[src/rtl/sequencer_if.sv]
`default_nettype none
// ============================================================================
// Module      : sequencer_if
// Description : Bus bundle between the sequencer and its ROM, register file
//               and ALU.
//               master : sequencer side (drives fetch, register-file and ALU
//                        controls plus the status flags)
//               slave  : environment side (returns the instruction word,
//                        register read data and the ALU result)
//               Signals:
//                 rom_enable/rom_addr, rom_data           instruction ROM
//                 gpr_r_addr_a/b, gpr_r_data_a/b          register reads
//                 gpr_w_enable/gpr_w_addr/gpr_w_data      register write
//                 alu_operation/alu_A/alu_B, alu_C        ALU
//                 halted, illegal                         status
// Revision    : 1.0 - initial release
// ============================================================================
interface sequencer_if;
    logic        rom_enable;
    logic [7:0]  rom_addr;
    logic [23:0] rom_data;
    logic [2:0]  gpr_r_addr_a;
    logic [2:0]  gpr_r_addr_b;
    logic [7:0]  gpr_r_data_a;
    logic [7:0]  gpr_r_data_b;
    logic        gpr_w_enable;
    logic [2:0]  gpr_w_addr;
    logic [7:0]  gpr_w_data;
    logic [2:0]  alu_operation;
    logic [7:0]  alu_A;
    logic [7:0]  alu_B;
    logic [7:0]  alu_C;
    logic        halted;
    logic        illegal;

    modport master (
        output rom_enable, rom_addr,
        input  rom_data,
        output gpr_r_addr_a, gpr_r_addr_b,
        input  gpr_r_data_a, gpr_r_data_b,
        output gpr_w_enable, gpr_w_addr, gpr_w_data,
        output alu_operation, alu_A, alu_B,
        input  alu_C,
        output halted, illegal
    );

    modport slave (
        input  rom_enable, rom_addr,
        output rom_data,
        input  gpr_r_addr_a, gpr_r_addr_b,
        output gpr_r_data_a, gpr_r_data_b,
        input  gpr_w_enable, gpr_w_addr, gpr_w_data,
        input  alu_operation, alu_A, alu_B,
        output alu_C,
        input  halted, illegal
    );
endinterface
`default_nettype wire

[src/rtl/sequencer.sv]
`default_nettype none
// ============================================================================
// Module      : sequencer
// Description : Four-phase (FETCH/DECODE/EXECUTE/WRITEBACK) instruction
//               sequencer driving an external ROM, register file and ALU.
//               Ports:
//                 clk  - single clock, rising edge
//                 rst  - synchronous reset, active low
//                 run  - 1 allows a fetch, 0 stalls in FETCH
//                 bus  - sequencer_if.master (ROM, register file, ALU,
//                        halted/illegal status)
// Revision    : 1.0 - initial release
// ============================================================================
module sequencer #(
    parameter logic [7:0] RESET_PC = 8'h00
) (
    input  wire logic     clk,
    input  wire logic     rst,
    input  wire logic     run,
    sequencer_if.master   bus
);

    typedef enum logic [2:0] {
        S_FETCH     = 3'd0,
        S_DECODE    = 3'd1,
        S_EXECUTE   = 3'd2,
        S_WRITEBACK = 3'd3,
        S_HALT      = 3'd4
    } state_t;

    localparam logic [2:0] c_OP_ALU  = 3'b000;
    localparam logic [2:0] c_OP_LDI  = 3'b001;
    localparam logic [2:0] c_OP_JMP  = 3'b010;
    localparam logic [2:0] c_OP_BEQZ = 3'b011;
    localparam logic [2:0] c_OP_NOP  = 3'b100;
    localparam logic [2:0] c_OP_HALT = 3'b111;

    state_t      state_q, state_d;
    logic [7:0]  pc_q, pc_d;
    logic [23:0] ir_q, ir_d;
    logic [7:0]  result_q, result_d;
    logic        wen_q, wen_d;
    logic        halted_q, halted_d;
    logic        illegal_q, illegal_d;

    // Instruction fields
    logic [2:0] w_op;
    logic [2:0] w_alu_op;
    logic [2:0] w_rd;
    logic [2:0] w_ra;
    logic [2:0] w_rb;
    logic [7:0] w_imm;
    logic       w_unused_ir_bit8;

    assign w_op             = ir_q[23:21];
    assign w_alu_op         = ir_q[20:18];
    assign w_rd             = ir_q[17:15];
    assign w_ra             = ir_q[14:12];
    assign w_rb             = ir_q[11:9];
    assign w_imm            = ir_q[7:0];
    assign w_unused_ir_bit8 = ir_q[8];

    always_comb begin
        state_d   = state_q;
        pc_d      = pc_q;
        ir_d      = ir_q;
        result_d  = result_q;
        wen_d     = 1'b0;
        halted_d  = halted_q;
        illegal_d = illegal_q;

        case (state_q)
            S_FETCH: begin
                if (run) begin
                    state_d = S_DECODE;
                end
            end
            S_DECODE: begin
                // ROM data answers the strobe issued in FETCH
                ir_d    = bus.rom_data;
                pc_d    = pc_q + 8'd1;
                state_d = S_EXECUTE;
            end
            S_EXECUTE: begin
                state_d = S_WRITEBACK;
                // wen_d here becomes the one-cycle write strobe in WRITEBACK
                case (w_op)
                    c_OP_ALU: begin
                        result_d = bus.alu_C;
                        wen_d    = 1'b1;
                    end
                    c_OP_LDI: begin
                        result_d = w_imm;
                        wen_d    = 1'b1;
                    end
                    c_OP_JMP: begin
                        pc_d = w_imm;
                    end
                    c_OP_BEQZ: begin
                        if (bus.gpr_r_data_a == 8'h00) begin
                            pc_d = w_imm;
                        end
                    end
                    c_OP_NOP: begin
                    end
                    c_OP_HALT: begin
                        state_d  = S_HALT;
                        halted_d = 1'b1;
                    end
                    default: begin
                        // Unassigned opcodes flag and otherwise act as NOP
                        illegal_d = 1'b1;
                    end
                endcase
            end
            S_WRITEBACK: begin
                state_d = S_FETCH;
            end
            S_HALT: begin
                state_d = S_HALT;
            end
            default: begin
                state_d = S_FETCH;
            end
        endcase
    end

    always_ff @(posedge clk) begin
        if (!rst) begin
            state_q   <= S_FETCH;
            pc_q      <= RESET_PC;
            ir_q      <= 24'h000000;
            result_q  <= 8'h00;
            wen_q     <= 1'b0;
            halted_q  <= 1'b0;
            illegal_q <= 1'b0;
        end else begin
            state_q   <= state_d;
            pc_q      <= pc_d;
            ir_q      <= ir_d;
            result_q  <= result_d;
            wen_q     <= wen_d;
            halted_q  <= halted_d;
            illegal_q <= illegal_d;
        end
    end

    // The ROM strobe must react to run within the FETCH cycle itself, and is
    // gated by rst so no fetch is issued while reset is held.
    assign bus.rom_enable    = (state_q == S_FETCH) && run && rst;
    assign bus.rom_addr      = pc_q;
    assign bus.gpr_r_addr_a  = w_ra;
    assign bus.gpr_r_addr_b  = w_rb;
    assign bus.alu_operation = w_alu_op;
    assign bus.alu_A         = bus.gpr_r_data_a;
    assign bus.alu_B         = bus.gpr_r_data_b;
    assign bus.gpr_w_enable  = wen_q;
    assign bus.gpr_w_addr    = w_rd;
    assign bus.gpr_w_data    = result_q;
    assign bus.halted        = halted_q;
    assign bus.illegal       = illegal_q;

endmodule
`default_nettype wire
[src/flat_wrapper.sv]
// flat-port wrapper written by rule: the top's interface ports become plain ports
module sequencer_flat 
#(
    parameter logic [7:0] RESET_PC = 8'h00
)
  (clk, rst, run, bus_rom_enable, bus_rom_addr, bus_rom_data, bus_gpr_r_addr_a, bus_gpr_r_addr_b, bus_gpr_r_data_a, bus_gpr_r_data_b, bus_gpr_w_enable, bus_gpr_w_addr, bus_gpr_w_data, bus_alu_operation, bus_alu_A, bus_alu_B, bus_alu_C, bus_halted, bus_illegal);
  sequencer_if bus_i ();
  input  wire logic clk;
  input  wire logic rst;
  input  wire logic run;
  output wire logic [$bits(bus_i.rom_enable)-1:0] bus_rom_enable;
  output wire logic [$bits(bus_i.rom_addr)-1:0] bus_rom_addr;
  input wire logic [$bits(bus_i.rom_data)-1:0] bus_rom_data;
  output wire logic [$bits(bus_i.gpr_r_addr_a)-1:0] bus_gpr_r_addr_a;
  output wire logic [$bits(bus_i.gpr_r_addr_b)-1:0] bus_gpr_r_addr_b;
  input wire logic [$bits(bus_i.gpr_r_data_a)-1:0] bus_gpr_r_data_a;
  input wire logic [$bits(bus_i.gpr_r_data_b)-1:0] bus_gpr_r_data_b;
  output wire logic [$bits(bus_i.gpr_w_enable)-1:0] bus_gpr_w_enable;
  output wire logic [$bits(bus_i.gpr_w_addr)-1:0] bus_gpr_w_addr;
  output wire logic [$bits(bus_i.gpr_w_data)-1:0] bus_gpr_w_data;
  output wire logic [$bits(bus_i.alu_operation)-1:0] bus_alu_operation;
  output wire logic [$bits(bus_i.alu_A)-1:0] bus_alu_A;
  output wire logic [$bits(bus_i.alu_B)-1:0] bus_alu_B;
  input wire logic [$bits(bus_i.alu_C)-1:0] bus_alu_C;
  output wire logic [$bits(bus_i.halted)-1:0] bus_halted;
  output wire logic [$bits(bus_i.illegal)-1:0] bus_illegal;
  assign bus_rom_enable = bus_i.rom_enable;
  assign bus_rom_addr = bus_i.rom_addr;
  assign bus_i.rom_data = bus_rom_data;
  assign bus_gpr_r_addr_a = bus_i.gpr_r_addr_a;
  assign bus_gpr_r_addr_b = bus_i.gpr_r_addr_b;
  assign bus_i.gpr_r_data_a = bus_gpr_r_data_a;
  assign bus_i.gpr_r_data_b = bus_gpr_r_data_b;
  assign bus_gpr_w_enable = bus_i.gpr_w_enable;
  assign bus_gpr_w_addr = bus_i.gpr_w_addr;
  assign bus_gpr_w_data = bus_i.gpr_w_data;
  assign bus_alu_operation = bus_i.alu_operation;
  assign bus_alu_A = bus_i.alu_A;
  assign bus_alu_B = bus_i.alu_B;
  assign bus_i.alu_C = bus_alu_C;
  assign bus_halted = bus_i.halted;
  assign bus_illegal = bus_i.illegal;
  sequencer #(.RESET_PC(RESET_PC)) u_core (.clk(clk), .rst(rst), .run(run), .bus(bus_i));
endmodule
[config.mk]
export PLATFORM = sky130hd
export DESIGN_NAME = sequencer_flat
export DESIGN_NICKNAME = d
export VERILOG_FILES = /design/src/rtl/sequencer_if.sv /design/src/rtl/sequencer.sv /design/src/flat_wrapper.sv
export SDC_FILE = /design/constraint.sdc
export NUM_CORES = 1
export LEC_CHECK = 0
export CAP_MARGIN = 10
export CORE_MARGIN = 2
export CORE_UTILIZATION = 40
export DETAILED_ROUTE_END_ITERATION = 8
export PLACE_DENSITY_LB_ADDON = 0.15
export SLEW_MARGIN = 10
export SYNTH_ARGS = -nofsm -noshare
export SYNTH_HDL_FRONTEND = slang
export SYNTH_SLANG_ARGS = --single-unit
[constraint.sdc]
create_clock -name clk -period 2.2 [get_ports clk]
set_input_delay 0.33 -clock clk [delete_from_list [all_inputs] [get_ports clk]]
set_output_delay 0.33 -clock clk [all_outputs]
set_load 0.02 [all_outputs]
Word-level counts from Yosys, hierarchy flattened --
Index checks and enable logic that the tools add are counted.
Cells by class: muxes and demuxes 8, add/subtract/negate cells 1, bitwise operators 1, equal/unequal tests 11, reductions and logical operators 14
Operators with widths (count):
- case mux 8 bit (2 select lines) | 3
- case mux 3 bit (4 select lines) | 1
- equality test 3 x 2 -> 1 bit, second input constant | 3
- equality test 3 bit, second input constant | 3
- adder 8 x 1 -> 8 bit, second input constant | 1
- zero test 8 bit | 1
- two-way mux 8 bit | 1
- AND reduction 2 bit | 4
- equality test 3 x 1 -> 1 bit, second input constant | 2
- zero test 3 bit | 2
- two-way mux 3 bit | 2
- inequality test 3 x 2 -> 1 bit, second input constant | 2
- OR reduction 6 bit | 1
- nonzero test 2 bit | 2
- AND reduction 3 bit | 1
- logical AND 1 bit | 2
- inequality test 2 bit, second input constant | 1
- OR reduction 2 bit | 1
- two-way mux 1 bit | 1
- inverter 1 bit | 1
Word-level totals: register bits after elaboration 46, input port bits 51, output and inout port bits 48, logic and storage cells 42

Logic depth before layout (Yosys ltp) --
depth after elaboration 4, gate-level depth with buffers 7, depth with buffers taken out 5

Worst setup path before layout --
No wires, ideal clock.
path type in2reg, start input bus_gpr_r_data_a[3], end register u_core.pc_q[1] (netlist: u_core.bus.rom_addr[1]), path buffers 1, setup slack 198 ps, data arrival time 1886 ps, cell stages on the path 5, library setup time 116 ps, required time 2084 ps, cell sequence or4_1 -> or4_1 -> buf_4 -> a21o_4 -> a31o_1
On the way: longest elaborated chain between the ends 3
RTL lines:
- start: declaration | RTL line flat_wrapper.sv:16 | input wire logic [$bits(bus_i.gpr_r_data_a)-1:0] bus_gpr_r_data_a;
- zero test 8 bit | RTL line sequencer.sv:100 | if (bus.gpr_r_data_a == 8'h00) begin
- inequality test 3 x 2 -> 1 bit (no source line)
- AND reduction 3 bit (no source line)
- end signal: assignment | RTL line sequencer.sv:139 | pc_q <= pc_d;
- end: declaration | RTL line sequencer.sv:39 | logic [7:0] pc_q, pc_d;
No other way between the ends. A chain may end at the register's enable or synchronous reset.

Worst setup path in the final report --
start input bus_gpr_r_data_a[3], end register u_core.pc_q[6] (netlist: u_core.bus.rom_addr[6])
Same word-level chain as after synthesis.

==> results.py <==
metrics = {
    "clock_network": {
        "cts_made_buffers": 5,
        "worstSkewPairLatency_ns": 0.30,
        "ctsHoldBuffers": 0,
        "cts_htree_levels": 2,
        "cts_root_buf": "clkbuf_8",
        "cts_buffer_depth": 2,
        "cts_tree": "built",
        "cts.clk_slew.worst_paths_ns": 0.08,
        "cts_sinks": 45,
    },
    "global_routing": {
        "grt-ovfl-total": 0,
        "grt_max_degree": 40,
        "grt_antenna_before_repair": 0,
        "grt_pass1_vias": 1866,
        "grt.total_usage_pct": 18.8,
        "grt_pass1_wl_um": 9240,
    },
    "setup_path": {
        "setup.worst_path.start": "bus_gpr_r_data_a[3]",
        "path_depth": 6,
        "cp_num_buf_inv": 2,
        "r2r_slack_ns": 0.28,
        "end_kind": "flop",
        "path_max_fanout": 8,
        "critPathCapture": "u_core.bus.rom_addr[6]",
        "r2r-start": "u_core.state_q[1]",
        "reg2regPathDepth": 4,
        "crit_path_top_delay_cell": "or4_1",
        "slowest_delay_ns": 0.52,
        "cp_cell_sequence": "clkdlybuf4s50_1 -> or4_1 -> or4_4 -> buf_6 -> a21o_4 -> o32ai_2",
        "worst_ep_required_time_ns": 2.42,
        "critical_path.top_delay_family": "simple AND/OR/NAND/NOR gates",
        "cp-start-kind": "input port",
        "r2r_end": "u_core.bus.gpr_w_data[1]",
        "path_class": "in2reg",
        "cp_data_arrival_time_ns": 2.38,
    },
    "floorplanning": {
        "die_w_um": 78.2,
        "start_util_pct": 40.7,
        "ios": 99,
        "core_um2": 5410,
        "die_h_um": 78.2,
        "dieArea_um2": 6110,
        "rows": 27,
    },
    "pwr": {
        "p_leak_uw": 0.00102,
        "peakVddDrop_v": 0.000425,
        "p_per_area_nw_per_um2": 583,
    },
    "route": {
        "drt-pass1-iter-count": 4,
        "ant_nets": 0,
        "routed_via_density": 5.09,
        "drt-initial-drc-count": 119,
        "vias": 2014,
        "routedWlPerCell_um": 14.0,
        "drcViolationCount": 0,
        "finalWirelength_um": 5550,
    },
    "final_layout": {
        "num_antenna_cells": 0,
        "stdcell_count": 396,
        "regArea_um2": 901,
        "fillCellCount": 532,
        "layout-drive-gt1-share_pct": 8.33,
        "num-nets-final": 375,
        "multi_input_area_um2": 1020,
        "syn_to_final_growth_pct": 36.2,
    },
    "run_status": {
        "status": "finished clean",
    },
    "place": {
        "post-place-ws_ns": -0.281,
        "place_congestion": 0.774,
        "dp_hpwl_um": 3860,
        "dp.cells": 388,
        "io_buffers": 81,
    },
    "logic_synthesis": {
        "synth_cell_types": 41,
        "synth_area_leaders": "dfxtp_1 (41%), nand2_1 (11%), buf_4 (9.9%)",
        "synth_seq_cells": 45,
        "yosysSeqAreaShare_pct": 40.9,
        "synthesis.area_um2": 2200,
        "netlist.area_leader.share_pct": 40.9,
        "synth_edf_count": 0,
        "syn_area_per_cell_um2": 8.09,
        "synthesis.yosys.warnings": 0,
        "synthCells": 272,
        "yosysMostFrequentCell": "nand2_1",
        "synthArstFlopShare_pct": 0,
        "yosysTopAreaCell": "dfxtp_1",
        "synth-main-ff-cell": "dfxtp_1",
        "syn_nets": 324,
        "ys_top_cells_by_count": "nand2_1 (63), dfxtp_1 (45), a21oi_1 (36)",
    },
    "run": {
        "drv_cap": 0,
    },
    "sta": {
        "fin_ws_ns": 0.0344,
        "finalMaxSlewViolations": 0,
        "setup_viol": 0,
        "fmax_mhz": 462,
        "fin_crit_sh_pct": 98.4,
        "fin_crit_ns": 2.17,
        "fin_skew_ns": 0.00491,
        "hold_viol": 0,
        "worstMarginPinSlew_ns": 0.493,
        "slew_headroom_pct": 67.0,
    },
    "min_path": {
        "hold_start": "u_core.bus.gpr_w_data[0]",
        "hold_path_class": "reg2reg",
        "worstHoldPathCells": 2,
    },
}
[routing by layer]
layer  GRT usage (%)  vias up  wire length, um
li1                -     1034                -
met1            26.1      917             2590
met2            28.1       55             2570
met3            5.17        8              333
met4            6.49        0               53
met5               0        -                0
[kinds of logic (layout without fill, tap and decap cells)]
| group | Yosys count | after routing | synth area share [%] |
|---|---|---|---|
| compound gates | 69 | 69 | 21.5 |
| xor+xnor | 1 | 1 | 0.398 |
| fa+ha+maj | 1 | 1 | 0.568 |
| buf+inv | 50 | 102 | 13.5 |
| flops | 45 | 45 | 40.9 |
| mux | 2 | 2 | 0.910 |
| simple gates | 104 | 104 | 22.2 |
[report_power, final]
part	internal [uW]	switching, uW	leakage, uW	total (uW)
Sequential	853	32.4	0.000366	885
Clock	225	284	0.0000385	509
Combinational	177	174	0.000619	351
[worst min path at each step]
stage                                    end
global route        u_core.bus.gpr_w_data[2]
finish              u_core.bus.gpr_w_data[0]
global placement    u_core.bus.gpr_w_data[7]
CTS                          u_core.ir_q[11]
floorplan                    u_core.ir_q[10]
detailed placement  u_core.bus.gpr_w_data[3]
[per-stage QoR]
| stage | power [uW] | hold WS (ns) | util (%) | instance area, um2 | setup TNS [ns] |
|---|---|---|---|---|---|
| 2_1_floorplan | 1120 | 0.437 | - | 2200 | 0 |
| 3_3_place_gp | 1250 | 0.440 | 53.6 | 2900 | -1.98 |
| 3_5_place_dp | 1260 | 0.445 | 53.6 | 2900 | -2.08 |
| 4_1_cts | 1760 | 0.458 | 55.1 | 2980 | 0 |
| 5_1_grt | 1830 | 0.491 | 55.4 | 3000 | -0.00376 |
| 6_report | 1750 | 0.454 | 55.4 | 3000 | 0 |
[timing repair]
action,in CTS,in global routing
gates resized for setup,1,4
endpoints found under the setup margin,1,5
endpoints found under the hold margin,0,0
setup buffers,0,0
pin swaps,0,4
[layout make-up]
class | count | share of cell area [%]
multi-input cells | 177 | 34.0
flip-flops and latches | 45 | 30.1
well taps | 72 | 3.01
clock buffers | 7 | 2.55
clock inverters | 1 | 0.251
inverters | 2 | 0.251
repair buffers | 92 | 29.9
[cell usage in the layout, fill, tap and decap left out, types with 2 or more instances in the layout]
cell type and n:
a221oi_1 2, nor3b_1 3, clkbuf_8 5, nor2_1 8, nand3_1 4, nand2_1 63, nand4_1 2, clkdlybuf4s50_1 80
a211oi_1 3, and2_1 3, nor3_1 4, inv_1 2, or4_1 2, o32ai_2 3, o22ai_1 3, dfxtp_1 45
o21ai_0 3, a21oi_1 36, nand2b_1 2, o31a_1 2, o221ai_1 8, clkbuf_1 2, or3_1 2, buf_4 10
nand3b_1 2, mux2i_1 2, o21a_1 2
[state kept, by name (all words and copies together), names as in the netlist]
register and count:
u_core.bus.gpr_w_data 8, u_core.bus.gpr_w_enable 1, u_core.bus.halted 1, u_core.bus.illegal 1, u_core.bus.rom_addr 8, u_core.ir_q 23
u_core.state_q 3
[worst reg2reg max path, delay by kind of cell, from the launching register on]
| kind | cells | cell delay (ns) |
|---|---|---|
| AO/OA/AOI/OAI | 1 | 0.06 |
| flip-flops | 1 | 0.47 |
| AND/OR/NAND/NOR | 3 | 1.26 |
(Power assumes the default switching activity.)
==> patch 1: new RTL, same settings <==
Re-encode `state_t` (5 states) as Gray code, 3 bits wide.
--- a/src/rtl/sequencer.sv
+++ b/src/rtl/sequencer.sv
@@ -21,11 +21,11 @@
 );
 
     typedef enum logic [2:0] {
-        S_FETCH     = 3'd0,
-        S_DECODE    = 3'd1,
-        S_EXECUTE   = 3'd2,
-        S_WRITEBACK = 3'd3,
-        S_HALT      = 3'd4
+        S_FETCH     = 3'b000,
+        S_DECODE    = 3'b001,
+        S_EXECUTE   = 3'b011,
+        S_WRITEBACK = 3'b010,
+        S_HALT      = 3'b110
     } state_t;
 
     localparam logic [2:0] c_OP_ALU  = 3'b000;
Formal check against the unedited RTL: no difference found for any inputs over 10 cycles, from zero or initial values and one cycle with rst low; not proved beyond that.
==> patch 1 against the original RTL <==
  * Design area decreased by 1.7%
  * Power is 1.1% lower
  * Routed wire length down 6.8%
  * Cell count shrank 4.3%
  * Area after synthesis fell by 0.74%
  * Setup slack better by 0.12 ns
  * Sequential cell count unchanged
  * Clock power hardly changed
  * Critical path depth decreased by 1
  * Critical endpoint is now bus_rom_enable
  * Largest cell class unchanged
==> patch 1: results (changes against the original RTL) <==
Run status
  – Status: finished clean (unchanged)

Critical path
  – Max Fanout on Critical Path: 2 (was 8)
  – Crit path DAT: 1.71 ns (was 2.38 ns)
  – Slowest CP cell: clkdlybuf4s50_1 (was or4_1)
  – Largest delay share family, worst path: buffers and inverters (was simple AND/OR/NAND/NOR gates)
  – FF-to-FF End: u_core.bus.rom_addr[0]$_SDFFE_PN0P_ (was u_core.bus.gpr_w_data[1]$_SDFFE_PN0P_)
  – Critical Path Max Stage Delay: 0.49 ns (was 0.52 ns)
  – Worst R2R Setup Slack: 0.48 ns (was 0.28 ns)
  – Worst R2R Start: u_core.ir_q[22]$_SDFFE_PN0N_ (was u_core.state_q[1]$_SDFFE_PN0P_)

Min path
  – Worst Hold Launch: u_core.ir_q[17]$_SDFFE_PN0N_ (was u_core.bus.gpr_w_data[0]$_SDFFE_PN0P_)
  – Hold Path Sink: u_core.ir_q[17]$_SDFFE_PN0N_ (was u_core.bus.gpr_w_data[0]$_SDFFE_PN0P_)

Layout
  – Fill cells: 489 (was 532)
  – Top reg by flops: u_core.ir_q (unchanged)
  – Fin nets: 361 (was 375)
  – Share of layout cells above drive strength 1: 0.0777 (was 0.0833)

Timing
  – Slew @ Worst Pin: 0.633 ns (was 0.493 ns)

Global routing
  – Vias in the first global route: 1,780 (was 1,866)
  – Global-route wire length before repair: 8340 um (was 9240 um)
  – Gr usage total: 0.170 (was 0.188)
  – Largest net degree at the start of global routing: 37 (was 40)

Synth
  – Synth Area per Inst: 8.57 um^2 (was 8.09 um^2)
  – Post-synthesis cell type count: 50 (was 41)
  – Main area contributors after synthesis: dfxtp_1, buf_4, nand2_1, a21oi_1, mux2i_1 (was dfxtp_1, nand2_1, buf_4, a21oi_1, o221ai_1)
  – XOR/XNOR share of the synthesized area: 0.00401 (was 0.00398)
  – Register area share after synthesis: 0.412 (was 0.409)
  – Synth top cells by count: nand2_1, dfxtp_1, a21oi_1 (unchanged)
  – Async SR Flop Fraction: 0 (unchanged)
  – Main synth FF type: dfxtp_1 (unchanged)
  – Mux contribution to synthesized area: 0.0412 (was 0.00910)
  – Compound-cell area share of the yosys netlist: 0.186 (was 0.215)
  – Net Count, Synth: 307 (was 324)
  – Adder-cell share of the synthesized area: 0.00573 (was 0.00569)
  – Number of synthesized flops with an enable pin: 0 (unchanged)

Route
  – Initial drt markers: 87 (was 119)
  – Routed length per instance: 13.6 um (was 14.0 um)
  – Vias per cell: 5.11 (was 5.09)
  – DR vias: 1,937 (was 2,014)

Placed design
  – Gpl congestion: 0.824 (was 0.774)
  – Placed Instances: 372 (was 388)
  – HPWL after detailed placement: 3660 um (was 3860 um)

Power
  – IR drop worst, VDD: 469 uV (was 425 uV)
  – Pleak: 1.05 nW (was 1.02 nW)

Clock network
  – Worst skew pair latency: 0.28 ns (was 0.30 ns)
==> patch 1: changes by cell type after synthesis, sizes merged, moves of 4 or more <==
cell	unedited run	this run
mux2i	2	9
o221ai	8	0
nand2	63	49
a211oi	4	8
clkbuf	18	6
a21oi	36	31
nor2	8	19
o221a	0	4
buf	30	34
==> patch 1: per-layer routing <==
| metal | global-route usage | part of all wire | up-vias |
|---|---|---|---|
| met2 | 0.284 | 0.47 | 71 |
| met1 | 0.221 | 0.45 | 878 |
| met4 | 0.0421 | 0.011 | 0 |
| met5 | 0 | 0 | - |
| li1 | - | - | 981 |
| met3 | 0.0395 | 0.063 | 7 |
==> patch 1: worst register-to-register path, cell delays in order, from the launching register on <==
cell and delay [ns]:
dfxtp_1 0.54, or3b_4 0.45, a21o_1 0.26, a221oi_1 0.28, nor3_1 0.07
==> patch 1: repair_timing <==
| item | 4_1_cts | 5_1_grt |
|---|---|---|
| endpoints found under the setup margin | 1 | 0 |
| endpoints found under the hold margin | 0 | 0 |
| gates resized for setup | 1 | 0 |
| buffers inserted | 0 | 0 |
==> patch 1: cell families after synthesis <==
logic type      Yosys count
compound gates           60
xor+xnor                  1
fa+ha+maj                 1
buf+inv                  43
flops                    45
mux                       9
simple gates             96
==> patch 1: stage by stage <==
step           setup WS [ns]  hold slack [ns]
2_1_floorplan          0.353            0.437
3_3_place_gp          -0.122            0.442
3_5_place_dp          -0.150            0.448
4_1_cts                0.137            0.460
5_1_grt                0.104            0.477
6_report               0.159            0.455
==> patch 1: layout make-up <==
class / count / area share
clock buffer: 7 / 0.0293
inverter: 3 / 0.00382
multi-input combinational: 167 / 0.341
sequential: 45 / 0.306
tap: 70 / 0.0297
timing repair buffer: 87 / 0.290
==> patch 1: how the worst max path moves through the flow <==
stage,from,end,slack [ns],cells after the start
after floorplan,u_core.state_q[1]$_SDFFE_PN0P_,bus_rom_enable,0.35,3
after global placement,rst,bus_rom_enable,-0.12,5
after detailed placement,rst,bus_rom_enable,-0.15,5
after CTS,rst,bus_rom_enable,0.14,5
after global routing,rst,bus_rom_enable,0.10,5
final,rst,bus_rom_enable,0.16,5
==> patch 1: power by group <==
group | leakage [nW] | switching (W) | total [W] | internal [W]
Clock | 0.0443 | 0.000258 | 0.000507 | 0.000250
Combinational | 0.638 | 0.000160 | 0.000335 | 0.000175
Sequential | 0.367 | 0.0000336 | 0.000885 | 0.000851
==> patch 2: new RTL, config.mk and constraints unchanged <==
Without the edit above. Take the reset off `ir_q` and `result_q` and load them in a clocked block of their own.
--- a/src/rtl/sequencer.sv
+++ b/src/rtl/sequencer.sv
@@ -129,20 +129,21 @@
         if (!rst) begin
             state_q   <= S_FETCH;
             pc_q      <= RESET_PC;
-            ir_q      <= 24'h000000;
-            result_q  <= 8'h00;
             wen_q     <= 1'b0;
             halted_q  <= 1'b0;
             illegal_q <= 1'b0;
         end else begin
             state_q   <= state_d;
             pc_q      <= pc_d;
-            ir_q      <= ir_d;
-            result_q  <= result_d;
             wen_q     <= wen_d;
             halted_q  <= halted_d;
             illegal_q <= illegal_d;
         end
+    end
+
+    always_ff @(posedge clk) begin
+        ir_q     <= ir_d;
+        result_q <= result_d;
     end
 
     // The ROM strobe must react to run within the FETCH cycle itself, and is
Check against the original RTL: differs if rst is asserted again (counterexample within 4 cycles, from zero or initial values and one cycle with rst low); with rst held inactive, the same outputs for 10 cycles.
==> patch 2 against the original RTL <==
  * Sequential share of layout area increased by 11 points
  * Routed wire length decreased by 16%
  * Clock power increased by 43%
  * Area after synthesis decreased by 2.0%
  * Register-to-register slack improved by 0.13 ns
  * Setup slack improved by 0.27 ns
  * Power increased by 16%
  * Design area decreased by 0.50%
  * Synthesized cell count decreased by 38%
  * Sequential cell count unchanged
  * Fmax increased by 14%
==> patch 2: results (changes against the original RTL) <==
Layout
  – Top reg by flops: u_core.ir_q (unchanged)
  – Share of layout cells above drive strength 1: 0.157 (was 0.0833)
  – Fin nets: 280 (was 375)
  – Non-Filler Instances: 299 (was 396)

Global routing
  – Largest net degree at the start of global routing: 24 (was 40)
  – Vias in the first global route: 1,571 (was 1,866)
  – Gr usage total: 0.156 (was 0.188)
  – Global-route wire length before repair: 7420 um (was 9240 um)

Synth
  – Register area share after synthesis: 0.561 (was 0.409)
  – Synth top cells by count: edfxtp_1, buf_4, dfxtp_1 (was nand2_1, dfxtp_1, a21oi_1)
  – Adder-cell share of the synthesized area: 0.00580 (was 0.00569)
  – Async SR Flop Fraction: 0 (unchanged)
  – Mux contribution to synthesized area: 0.0516 (was 0.00910)
  – Main area contributors after synthesis: edfxtp_1, dfxtp_1, buf_4, mux2_2, a21oi_1 (was dfxtp_1, nand2_1, buf_4, a21oi_1, o221ai_1)
  – Synth Area per Inst: 12.8 um^2 (was 8.09 um^2)
  – Main synth FF type: edfxtp_1 (was dfxtp_1)
  – Post-synthesis cell type count: 51 (was 41)
  – Net Count, Synth: 220 (was 324)
  – XOR/XNOR share of the synthesized area: 0.00406 (was 0.00398)
  – Count leader, synth: edfxtp_1 (was nand2_1)
  – Number of synthesized flops with an enable pin: 31 (was 0)
  – Compound-cell area share of the yosys netlist: 0.119 (was 0.215)

Timing
  – Clk_skew: 0.00682 ns (was 0.00491 ns)
  – Slew @ Worst Pin: 0.457 ns (was 0.493 ns)
  – Max Freq: 529 MHz (was 462 MHz)

Placed design
  – Gpl congestion: 0.695 (was 0.774)
  – Worst slack, placed: 0.000517 ns (was -0.281 ns)
  – Placed Instances: 291 (was 388)
  – HPWL after detailed placement: 3540 um (was 3860 um)

Route
  – Initial drt markers: 150 (was 119)
  – DR vias: 1,528 (was 2,014)
  – Routed length per instance: 15.5 um (was 14.0 um)

Clock network
  – Bufs on Longest Clock Path: 2 (unchanged)

Critical path
  – Crit path DAT: 1.56 ns (was 2.38 ns)
  – Worst R2R Setup Slack: 0.41 ns (was 0.28 ns)

Power
  – Psw: 0.000450 W (was 0.000491 W)
  – Pleak: 0.999 nW (was 1.02 nW)
  – IR drop worst, VDD: 481 uV (was 425 uV)

Run status
  – Status: finished clean (unchanged)
==> patch 2: cell types whose count changed after synthesis, sizes merged, moves of 4 or more <==
cell    delta
a21oi     -29
o221ai     -8
a211oi     -4
mux2       +9
nand2     -55
edfxtp    +31
clkbuf    -17
dfxtp     -31
==> patch 2: layout make-up <==
type | count | area (um^2)
clock buffers | 5 | 68.8
clock inverters | 3 | 65.1
fillers | 451 | 2160
inverters | 1 | 3.75
multi-input cells | 88 | 691
flip-flops and latches | 45 | 1210
well taps | 70 | 87.6
repair buffers | 87 | 855
==> patch 2: layer usage <==
layer	vias up	wire length, um	GRT usage	share of wire
met5	-	0	0	0
met4	0	146	0.0839	0.031
met3	18	405	0.0558	0.087
met2	71	2360	0.270	0.51
met1	714	1730	0.167	0.37
li1	725	-	-	-
==> patch 2: path summary, 6_finish.rpt <==
| kind | start | end | cells past startpoint |
|---|---|---|---|
| min | u_core.bus.halted$_SDFFE_PN0P_ | u_core.bus.halted$_SDFFE_PN0P_ | 1 |
| max reg2reg | u_core.state_q[1]$_SDFFE_PN0P_ | u_core.bus.gpr_w_data[5]$_DFFE_PP_ | 3 |
| min reg2reg | u_core.bus.halted$_SDFFE_PN0P_ | u_core.bus.halted$_SDFFE_PN0P_ | 1 |
| max | u_core.state_q[2]$_SDFFE_PN0P_ | bus_rom_enable | 3 |
==> patch 2: power groups by stage <==
stage	Clock [W]	Combinational, W	Sequential (W)
global route	0.000777	0.000325	0.000994
detailed placement	0	0.000307	0.00101
global placement	0	0.000301	0.00100
floorplan	0	0.000194	0.00100
CTS	0.000749	0.000307	0.000987
finish	0.000729	0.000305	0.000987
==> patch 2: cell families (layout without fill, tap and decap cells) <==
kind of cell	Yosys count	after routing
buf+inv	35	96
compound gates	30	30
mux	10	10
flops	45	45
simple gates	46	46
xor+xnor	1	1
fa+ha+maj	1	1
==> patch 2: critical path: stages (launching register included) <==
cell,delay (ns)
dfxtp_1,0.41
nand2b_1,0.20
nor4b_1,0.27
dlygate4sd2_1,0.38
==> patch 2: through the flow <==
step                      hold slack [ns]  cell area (um^2)
after detailed placement            0.478              2850
after global routing                0.518              2980
final                               0.486              2980
after global placement              0.452              2850
after CTS                           0.495              2980
after floorplan                     0.429              2160
